<file path="config.mk">
export PLATFORM = sky130hd
export DESIGN_NAME = psum_writeback
export DESIGN_NICKNAME = d
export VERILOG_FILES = /design/src/rtl/psum_writeback.sv
export SDC_FILE = /design/constraint.sdc
export NUM_CORES = 1
export LEC_CHECK = 0
export ABC_CLOCK_PERIOD_IN_PS = 5600
export BUFFER_PORTS_ARGS = -buffer_cell sky130_fd_sc_hd__buf_2
export CORE_UTILIZATION = 45
export CTS_CLUSTER_SIZE = 24
export DETAILED_ROUTE_END_ITERATION = 12
export PLACE_DENSITY = 0.74
export SYNTH_ARGS = -nofsm -noshare
export SYNTH_HDL_FRONTEND = slang
export SYNTH_SLANG_ARGS = --single-unit
</file>
<file path="constraint.sdc">
create_clock -name clk -period 5.6 [get_ports clk]
set_input_delay 0.28 -clock clk [delete_from_list [all_inputs] [get_ports clk]]
set_output_delay 0.28 -clock clk [all_outputs]
set_load 0.1 [all_outputs]
</file>
<file path="src/rtl/psum_writeback.sv">
// psum_writeback: per-row psum capture FIFOs drained round-robin onto one BRAM write port.
// Build option PSUM_RELU_EN clamps negative write data to zero as the output register loads.

module psum_wb_fifo #(
  parameter int W     = 64,
  parameter int DEPTH = 4
) (
  input  logic         clk,
  input  logic         rst_n,
  input  logic         push,
  input  logic         pop,
  input  logic [W-1:0] wdata,
  output logic [W-1:0] rdata,
  output logic         empty,
  output logic         full
);
  localparam int AW = $clog2(DEPTH);

  logic [W-1:0] mem [DEPTH];
  logic [AW:0]  wr_ptr;
  logic [AW:0]  rd_ptr;

  assign empty = (wr_ptr == rd_ptr);
  assign full  = (wr_ptr[AW] != rd_ptr[AW]) && (wr_ptr[AW-1:0] == rd_ptr[AW-1:0]);
  assign rdata = mem[rd_ptr[AW-1:0]];

  // Caller guarantees push only when not full (or popping) and pop only when not empty.
  always_ff @(posedge clk or negedge rst_n) begin
    if (!rst_n) begin
      wr_ptr <= '0;
      rd_ptr <= '0;
    end else begin
      if (push) wr_ptr <= wr_ptr + 1'b1;
      if (pop)  rd_ptr <= rd_ptr + 1'b1;
    end
  end

  always_ff @(posedge clk) begin
    if (push) mem[wr_ptr[AW-1:0]] <= wdata;
  end
endmodule

module psum_writeback #(
  parameter int ARRAY_ROWS = 3,
  parameter int DATA_W     = 32,
  parameter int ADDR_W     = 32,
  parameter int FIFO_DEPTH = 4,
  parameter int ROW_STRIDE = 3
) (
  input  logic                                clk,
  input  logic                                rst_n,
  input  logic                                start,
  input  logic [ADDR_W-1:0]                   base_addr,
  input  logic [ARRAY_ROWS-1:0]               psum_valid,
  input  logic [ARRAY_ROWS-1:0][ADDR_W-1:0]   psum_addr,
  input  logic [ARRAY_ROWS-1:0][DATA_W-1:0]   psum_data,
  input  logic                                ctrl_done,
  input  logic                                mem_ready,
  output logic                                mem_we,
  output logic [ADDR_W-1:0]                   mem_waddr,
  output logic [DATA_W-1:0]                   mem_wdata,
  output logic                                busy,
  output logic                                overflow,
  output logic                                wb_done
);
  localparam int RW = (ARRAY_ROWS > 1) ? $clog2(ARRAY_ROWS) : 1;
  localparam int EW = ADDR_W + DATA_W;

  typedef enum logic [1:0] {IDLE, COLLECT, DRAIN, DONE} state_t;

  state_t                  state;
  state_t                  state_nxt;
  logic [ADDR_W-1:0]       base_q;
  logic [RW-1:0]           last_grant;
  logic [RW-1:0]           grant;
  logic [RW-1:0]           cand;
  logic                    found;
  logic                    load;
  logic [ARRAY_ROWS-1:0]   accept;
  logic [ARRAY_ROWS-1:0]   push;
  logic [ARRAY_ROWS-1:0]   pop;
  logic [ARRAY_ROWS-1:0]   drop;
  logic [ARRAY_ROWS-1:0]   empty;
  logic [ARRAY_ROWS-1:0]   full;
  logic [EW-1:0]           fifo_wdata [ARRAY_ROWS];
  logic [EW-1:0]           fifo_rdata [ARRAY_ROWS];
  logic [ADDR_W-1:0]       sel_addr;
  logic [DATA_W-1:0]       sel_raw;
  logic [DATA_W-1:0]       sel_data;

  // Output register can take a new entry when empty or when its current write is accepted.
  assign load = !mem_we || mem_ready;

  for (genvar r = 0; r < ARRAY_ROWS; r++) begin : g_row
    assign accept[r]     = (state == COLLECT) && psum_valid[r];
    assign push[r]       = accept[r] && (!full[r] || pop[r]);
    assign drop[r]       = accept[r] && full[r] && !pop[r];
    assign fifo_wdata[r] = {base_q + ADDR_W'(r * ROW_STRIDE) + psum_addr[r], psum_data[r]};

    psum_wb_fifo #(
      .W     (EW),
      .DEPTH (FIFO_DEPTH)
    ) u_fifo (
      .clk   (clk),
      .rst_n (rst_n),
      .push  (push[r]),
      .pop   (pop[r]),
      .wdata (fifo_wdata[r]),
      .rdata (fifo_rdata[r]),
      .empty (empty[r]),
      .full  (full[r])
    );
  end

  // Round-robin: first non-empty row after the last one granted.
  always_comb begin
    found = 1'b0;
    grant = last_grant;
    cand  = '0;
    pop   = '0;
    for (int i = 1; i <= ARRAY_ROWS; i++) begin
      cand = RW'((int'(last_grant) + i) % ARRAY_ROWS);
      if (!found && !empty[cand]) begin
        found = 1'b1;
        grant = cand;
      end
    end
    if (load && found) pop[grant] = 1'b1;
  end

  assign {sel_addr, sel_raw} = fifo_rdata[grant];
`ifdef PSUM_RELU_EN
  assign sel_data = sel_raw[DATA_W-1] ? '0 : sel_raw;
`else
  assign sel_data = sel_raw;
`endif

  always_ff @(posedge clk or negedge rst_n) begin
    if (!rst_n) begin
      mem_we     <= 1'b0;
      mem_waddr  <= '0;
      mem_wdata  <= '0;
      last_grant <= '0;
    end else if (load) begin
      mem_we <= found;
      if (found) begin
        mem_waddr  <= sel_addr;
        mem_wdata  <= sel_data;
        last_grant <= grant;
      end
    end
  end

  always_ff @(posedge clk or negedge rst_n) begin
    if (!rst_n) begin
      state    <= IDLE;
      base_q   <= '0;
      overflow <= 1'b0;
    end else begin
      state <= state_nxt;
      if (state == IDLE && start) begin
        base_q   <= base_addr;
        overflow <= 1'b0;
      end else if (|drop) begin
        overflow <= 1'b1;
      end
    end
  end

  always_comb begin
    state_nxt = state;
    busy      = 1'b0;
    wb_done   = 1'b0;
    case (state)
      IDLE:    if (start) state_nxt = COLLECT;
      COLLECT: begin
        busy = 1'b1;
        if (ctrl_done) state_nxt = DRAIN;
      end
      DRAIN:   begin
        busy = 1'b1;
        if (&empty && load) state_nxt = DONE;
      end
      DONE:    begin
        wb_done   = 1'b1;
        state_nxt = IDLE;
      end
      default: state_nxt = IDLE;
    endcase
  end
endmodule

</file>
==> impl_metrics.csv, run 1 <==
group,metric,value,unit
drt,wirelength,103000,um
drt,drc,0,
synthesis,synth_cells,2434,
grt,grt_pass1_vias,24700,
grt,grt_pass1_wl,153000,um
synthesis,async_flop_share,13.5,%
synthesis,synth_flop_cell,"edfxtp_1",
grt,grt.total_usage,23.0,%
clocking,htree_levels,3,
clocking,cts_tree,"built",
grt,overflow,0,
min_path,hold_class,"input port to register",
synthesis,syn-num-nets,2844,
drt,viasPerCell,5.82,
min_path,min_to,"g_row[0].u_fifo.mem[2][32]",
die,rows,108,
clocking,hold_buffers,129,
placement,routabilityCongestion,0.898,
placement,port_buffers,299,
setup_path,timing.rr.end,"g_row[0].u_fifo.mem[2][21]",
timing,setup_tns,0,ns
setup_path,crit_fanout,64,
synthesis,synth_edf_count,768,
drt,detail-route-antenna-nets,0,
timing,min_period,4.85,ns
cells_and_area,post_route_cells_drive_above_1_share,26.9,%
timing,maxSlewHeadroom,17.5,%
timing,setup_viol,0,
die,die_w,299,um
timing,fmax,206,MHz
clocking,cts.sinks,888,
synthesis,yosys_warnings,0,
drt,drt_iter0_drc,1904,
clocking,clk_path_buf_depth,3,
timing,tightest_slew,1.23,ns
die,io_pins,300,
setup_path,crit_required,5.86,ns
timing,fin_crit_sh,86.6,%
placement,hpwl,67900,um
min_path,hp-start,"psum_addr[0]",
synthesis,synth-seq-cells,888,
synthesis,ys_seq_area_share,65.5,%
clocking,cts-resized-gates,0,
setup_path,cp-end-kind,"register",
clocking,postCtsSetupBuffers,0,
die,start_util,45.6,%
grt,grt_start_max_net_pins,78,
clocking,clk_latency,0.65,ns
drt,num_vias,23900,
min_path,hold_path_depth,2,
timing,worst_clock_skew,0.0317,ns
clocking,path_clk_slew,0.06,ns
timing,rsz0062_at_grt,"no",
setup_path,cp-start-kind,"register",
status,outcome,"finished clean",
setup_path,critPathArrivalTime,5.11,ns
setup_path,path_class,"register to register",
cells_and_area,syn2layout_area_growth,17.8,%
die,die_h,299,um
setup_path,rrSetupSlack,0.75,ns
setup_path,r2r_cells,8,
timing,maxSlewViolCount,0,
die,die_area,89600,um2
drt,firstDrtPassIters,5,
synthesis,avgSynthCellArea,16.3,um2
clocking,cts_root_buf,"clkbuf_16",
timing,hold_violations,0,
grt,grt_antenna_before_repair,5,
cells_and_area,final_common_cell,"edfxtp_1",
synthesis,synth.distinct_cells,78,
die,core_region_area,87200,um2
setup_path,reg2reg_from,"g_row[2].u_fifo.rd_ptr[0]",
run,drv_cap,0,
cells_and_area,final_cell_mix,"768 x edfxtp_1, 298 x buf_2, 219 x a21oi_1, 192 x mux4_2, 175 x ha_1",
drt,route.detailed.wl_per_inst,25.0,um
clocking,numCtsBuffers,87,
synthesis,syn_area,39800,um2
cells_and_area,fin_nets,3289,
==> synth_stat cells (15+ instances only) <==
| cell | n | area share (%) |
|---|---|---|
| nor2b_1 | 15 | 0.24 |
| mux4_2 | 192 | 11 |
| dfrtp_1 | 120 | 7.6 |
| nor2_1 | 118 | 1.1 |
| o21ai_0 | 43 | 0.54 |
| a21oi_1 | 219 | 2.8 |
| nand3_1 | 32 | 0.40 |
| xnor2_1 | 60 | 1.3 |
| nand2_1 | 125 | 1.2 |
| mux2_2 | 103 | 2.9 |
| ha_1 | 175 | 5.5 |
| clkbuf_1 | 67 | 0.63 |
| nand4_1 | 15 | 0.24 |
| xor2_1 | 31 | 0.68 |
| a21o_1 | 35 | 0.66 |
| edfxtp_1 | 768 | 58 |
| nor3_1 | 31 | 0.39 |
| inv_1 | 56 | 0.53 |
| and2_1 | 19 | 0.30 |
==> worst max path at each step <==
stage / startpoint / endpoint
global placement: g_row[2].u_fifo.rd_ptr[0] / g_row[0].u_fifo.mem[1][25]
CTS: g_row[2].u_fifo.rd_ptr[0] / g_row[0].u_fifo.mem[1][37]
global route: g_row[2].u_fifo.rd_ptr[0] / g_row[0].u_fifo.mem[1][22]
floorplan: last_grant[0] / g_row[2].u_fifo.mem[3][0]
detailed placement: g_row[2].u_fifo.rd_ptr[0] / g_row[0].u_fifo.mem[1][22]
finish: g_row[2].u_fifo.rd_ptr[0] / g_row[0].u_fifo.mem[2][21]
==> state kept, by name, indices dropped and copies added (netlist names) <==
signal and count:
last_grant 2, overflow 1, mem_waddr 32, g_row.u_fifo.mem 768
g_row.u_fifo.rd_ptr 9, mem_wdata 32, g_row.u_fifo.wr_ptr 9, mem_we 1
base_q 32, state 2
==> cell type report <==
type,instances,area (um2)
fill,6795,40300
multi-input combinational,1393,13200
clock buffer,111,2330
antenna,6,15.0
clock inverter,51,581
timing repair buffer,453,3030
inverter,56,210
tap,1155,1450
sequential,888,26100
==> worst max-delay path: stages (launching register included) <==
cell and delay (ns):
dfrtp_4 0.72, xor2_1 0.28, nor3_4 0.38, nand2_1 0.27
or4_1 0.58, a31oi_4 0.62, a31oi_1 0.29, nor2_2 0.29
and2_4 0.98
==> metrics by stage <==
stage / util [%] / hold slack [ns] / std cells / cell area, um2 / worst slack (ns)
2_1_floorplan: - / -0.0156 / 2434 / 39800 / 0.135
3_3_place_gp: 48.9 / 0.428 / 3816 / 42600 / 0.880
3_5_place_dp: 48.9 / 0.427 / 3816 / 42600 / 0.762
4_1_cts: 53.7 / 0.0539 / 4107 / 46800 / 0.717
5_1_grt: 53.7 / 0.0678 / 4110 / 46800 / 0.488
6_report: 53.8 / 0.0793 / 4113 / 46900 / 0.753
==> logic make-up (layout without fill, tap and decap cells) <==
| family | Yosys count | count (layout) | synth area share [%] |
|---|---|---|---|
| compound gates | 399 | 399 | 6.14 |
| xor+xnor | 93 | 93 | 2.09 |
| fa+ha+maj | 179 | 179 | 5.68 |
| buf+inv | 153 | 671 | 1.60 |
| flops | 888 | 888 | 65.5 |
| mux | 298 | 298 | 13.9 |
| other cells | 0 | 6 | 0 |
| simple gates | 424 | 424 | 5.08 |
==> per-layer routing <==
layer  track usage [%]  vias to the layer above  part of all wire, %
li1                  -                    10500                    -
met1              30.0                    12300                   40
met2              38.9                      997                   50
met3              4.52                      158                  7.5
met4              7.01                        4                  2.8
met5                 0                        -                0.026
Power of run 1 is left out: the tool's default activity adds up to more than one toggle a clock period on the data nets, which glitch-free logic cannot reach.
==> run 2, diff against run 1 <==
- CORE_UTILIZATION: 45 -> 55
- PLACE_DENSITY: 0.74 -> 0.86
==> impl_metrics.csv, run 2 (synthesis results as in run 1) <==
group,metric,value,unit
status,outcome,"finished clean",
setup_path,cp-start-kind,"register",
power,vdd_ir_drop_max,0.000602,V
placement,hpwl,69400,um
min_path,hold_class,"input port to register",
setup_path,path_class,"register to register",
timing,tightest_slew,1.29,ns
drt,num_vias,25600,
clocking,cts-resized-gates,0,
setup_path,cpPeakStageDelay,0.70,ns
grt,grt.total_usage,30.7,%
die,rows,98,
timing,maxSlewHeadroom,12.7,%
cells_and_area,post_route_cells_drive_above_1_share,27.2,%
placement,routabilityCongestion,0.910,
grt,grt_pass1_vias,26300,
die,die_area,73400,um2
timing,maxSlewViolCount,0,
clocking,path_clk_slew,0.07,ns
die,start_util,55.6,%
setup_path,critPathArrivalTime,5.12,ns
timing,rsz0062_at_grt,"no",
clocking,numCtsBuffers,88,
clocking,postCtsSetupBuffers,0,
power,p_leak,17.2,nW
clocking,clk_latency,0.67,ns
timing,min_period,4.56,ns
placement,port_buffers,299,
setup_path,crit_chain,"xnor2_1 > and3_1 > nand2_1 > or4_1 > a31oi_4 > buf_4 > and2_2 > buf_4 > a21oi_1 > a21oi_1",
timing,setup_viol,0,
drt,wirelength,114000,um
timing,worst_clock_skew,0.0574,ns
clocking,cts_tree,"built",
timing,hold_slack,0.0613,ns
drt,viasPerCell,6.52,
cells_and_area,stdcell_area,47000,um2
die,io_pins,300,
die,core_region_area,71500,um2
timing,setup_tns,0,ns
cells_and_area,final_common_cell,"edfxtp_1",
setup_path,cp-end-kind,"register",
grt,grt_pass1_wl,165000,um
cells_and_area,syn2layout_area_growth,18.1,%
timing,fin_crit_sh,81.4,%
run,drv_cap,0,
die,die_h,271,um
drt,detail-route-antenna-nets,0,
drt,drc,0,
drt,drt_iter0_drc,3343,
grt,overflow,0,
placement,dp_slack,1.24,ns
timing,fin_ws,1.04,ns
grt,grt_start_max_net_pins,82,
placement,placed_area,42500,um2
clocking,cts.sinks,888,
cells_and_area,fin_nets,3294,
cells_and_area,final_cell_mix,"768 x edfxtp_1, 298 x buf_2, 219 x a21oi_1, 192 x mux4_2, 175 x ha_1",
drt,route.detailed.wl_per_inst,29.0,um
setup_path,crit_slowest_cell,"dfrtp_4",
setup_path,crit_required,6.16,ns
power,p_per_area,694,nW/um2
clocking,cts_root_buf,"clkbuf_16",
cells_and_area,largest_reg_flops,768,
timing,hold_violations,0,
setup_path,crit_fanout,31,
die,die_w,271,um
grt,grt_antenna_before_repair,8,
drt,firstDrtPassIters,6,
clocking,clk_path_buf_depth,3,
timing,fmax,219,MHz
clocking,htree_levels,3,
==> run 2: cell types whose count changed in the layout (fill, tap and decap cells not counted), moves of 5 or more <==
cell,delta
diode_2,+5
buf_12,+6
clkinv_1,-7
clkinv_2,-8
bufinv_16,+5
==> run 2: final timing paths <==
| check | start | endpoint | slack, ns | cells past startpoint |
|---|---|---|---|---|
| worst max-delay path | g_row[1].u_fifo.rd_ptr[0] | mem_wdata[28] | 1.04 | 10 |
| max in group asynchronous | rst_n | base_q[3] | 4.11 | 3 |
| worst min register to register | g_row[2].u_fifo.rd_ptr[2] | g_row[2].u_fifo.rd_ptr[2] | 0.52 | 1 |
| worst min-delay path | ctrl_done | state[0] | 0.06 | 4 |
| worst max register to register | g_row[1].u_fifo.rd_ptr[0] | mem_wdata[28] | 1.04 | 10 |
| min in group asynchronous | rst_n | g_row[1].u_fifo.wr_ptr[1] | 0.26 | 2 |
==> run 2: area by class of cell <==
cell class              count  area, um2
diodes                     11       27.5
clock inverters            45        707
fillers                  4506      24500
clock buffers             119       2440
multi-input cells        1393      13200
inverters                  56        210
well taps                 950       1190
flip-flops and latches    888      26100
repair buffers            457       3140
==> run 2: stage by stage <==
step / power (mW) / utilization, % / cells
finish: 32.6 / 65.7 / 3919
global route: 33.7 / 65.6 / 3910
CTS: 32.2 / 65.6 / 3908
detailed placement: 25.5 / 59.4 / 3615
global placement: 24.8 / 59.4 / 3615
floorplan: 21.2 / - / 2434
==> run 2: worst max-delay path, delay by kind of cell, from the launching register on <==
kind	cells	cell delay, ns
DFF	1	0.70
xor gates and xnor gates	1	0.51
and+or+nand+nor	4	1.58
buffers and inverters	2	0.93
AOI/OAI and AO/OA	3	0.69
==> run 2: repair_timing <==
item	in CTS	in global routing
endpoints found under the hold margin	496	0
setup endpoints to repair	0	0
hold buffers	129	0
==> run 2: layer usage <==
metal  vias up  track usage, %  routed length, um
met5         -               0                 12
met4         2            13.4               5020
met3       341            5.81              12600
met2      1908            50.8              55900
met1     12800            39.8              40300
li1      10500               -                  -
==> run 2: where the power goes <==
part | leakage [nW] | internal [mW] | switching, mW
clock network | 1.51 | 3.75 | 2.65
registers | 8.32 | 9.51 | 0.823
logic | 7.37 | 5.31 | 10.5
total | 17.2 | 18.6 | 14.0
Note: power is estimated with default switching activity, not from simulation.
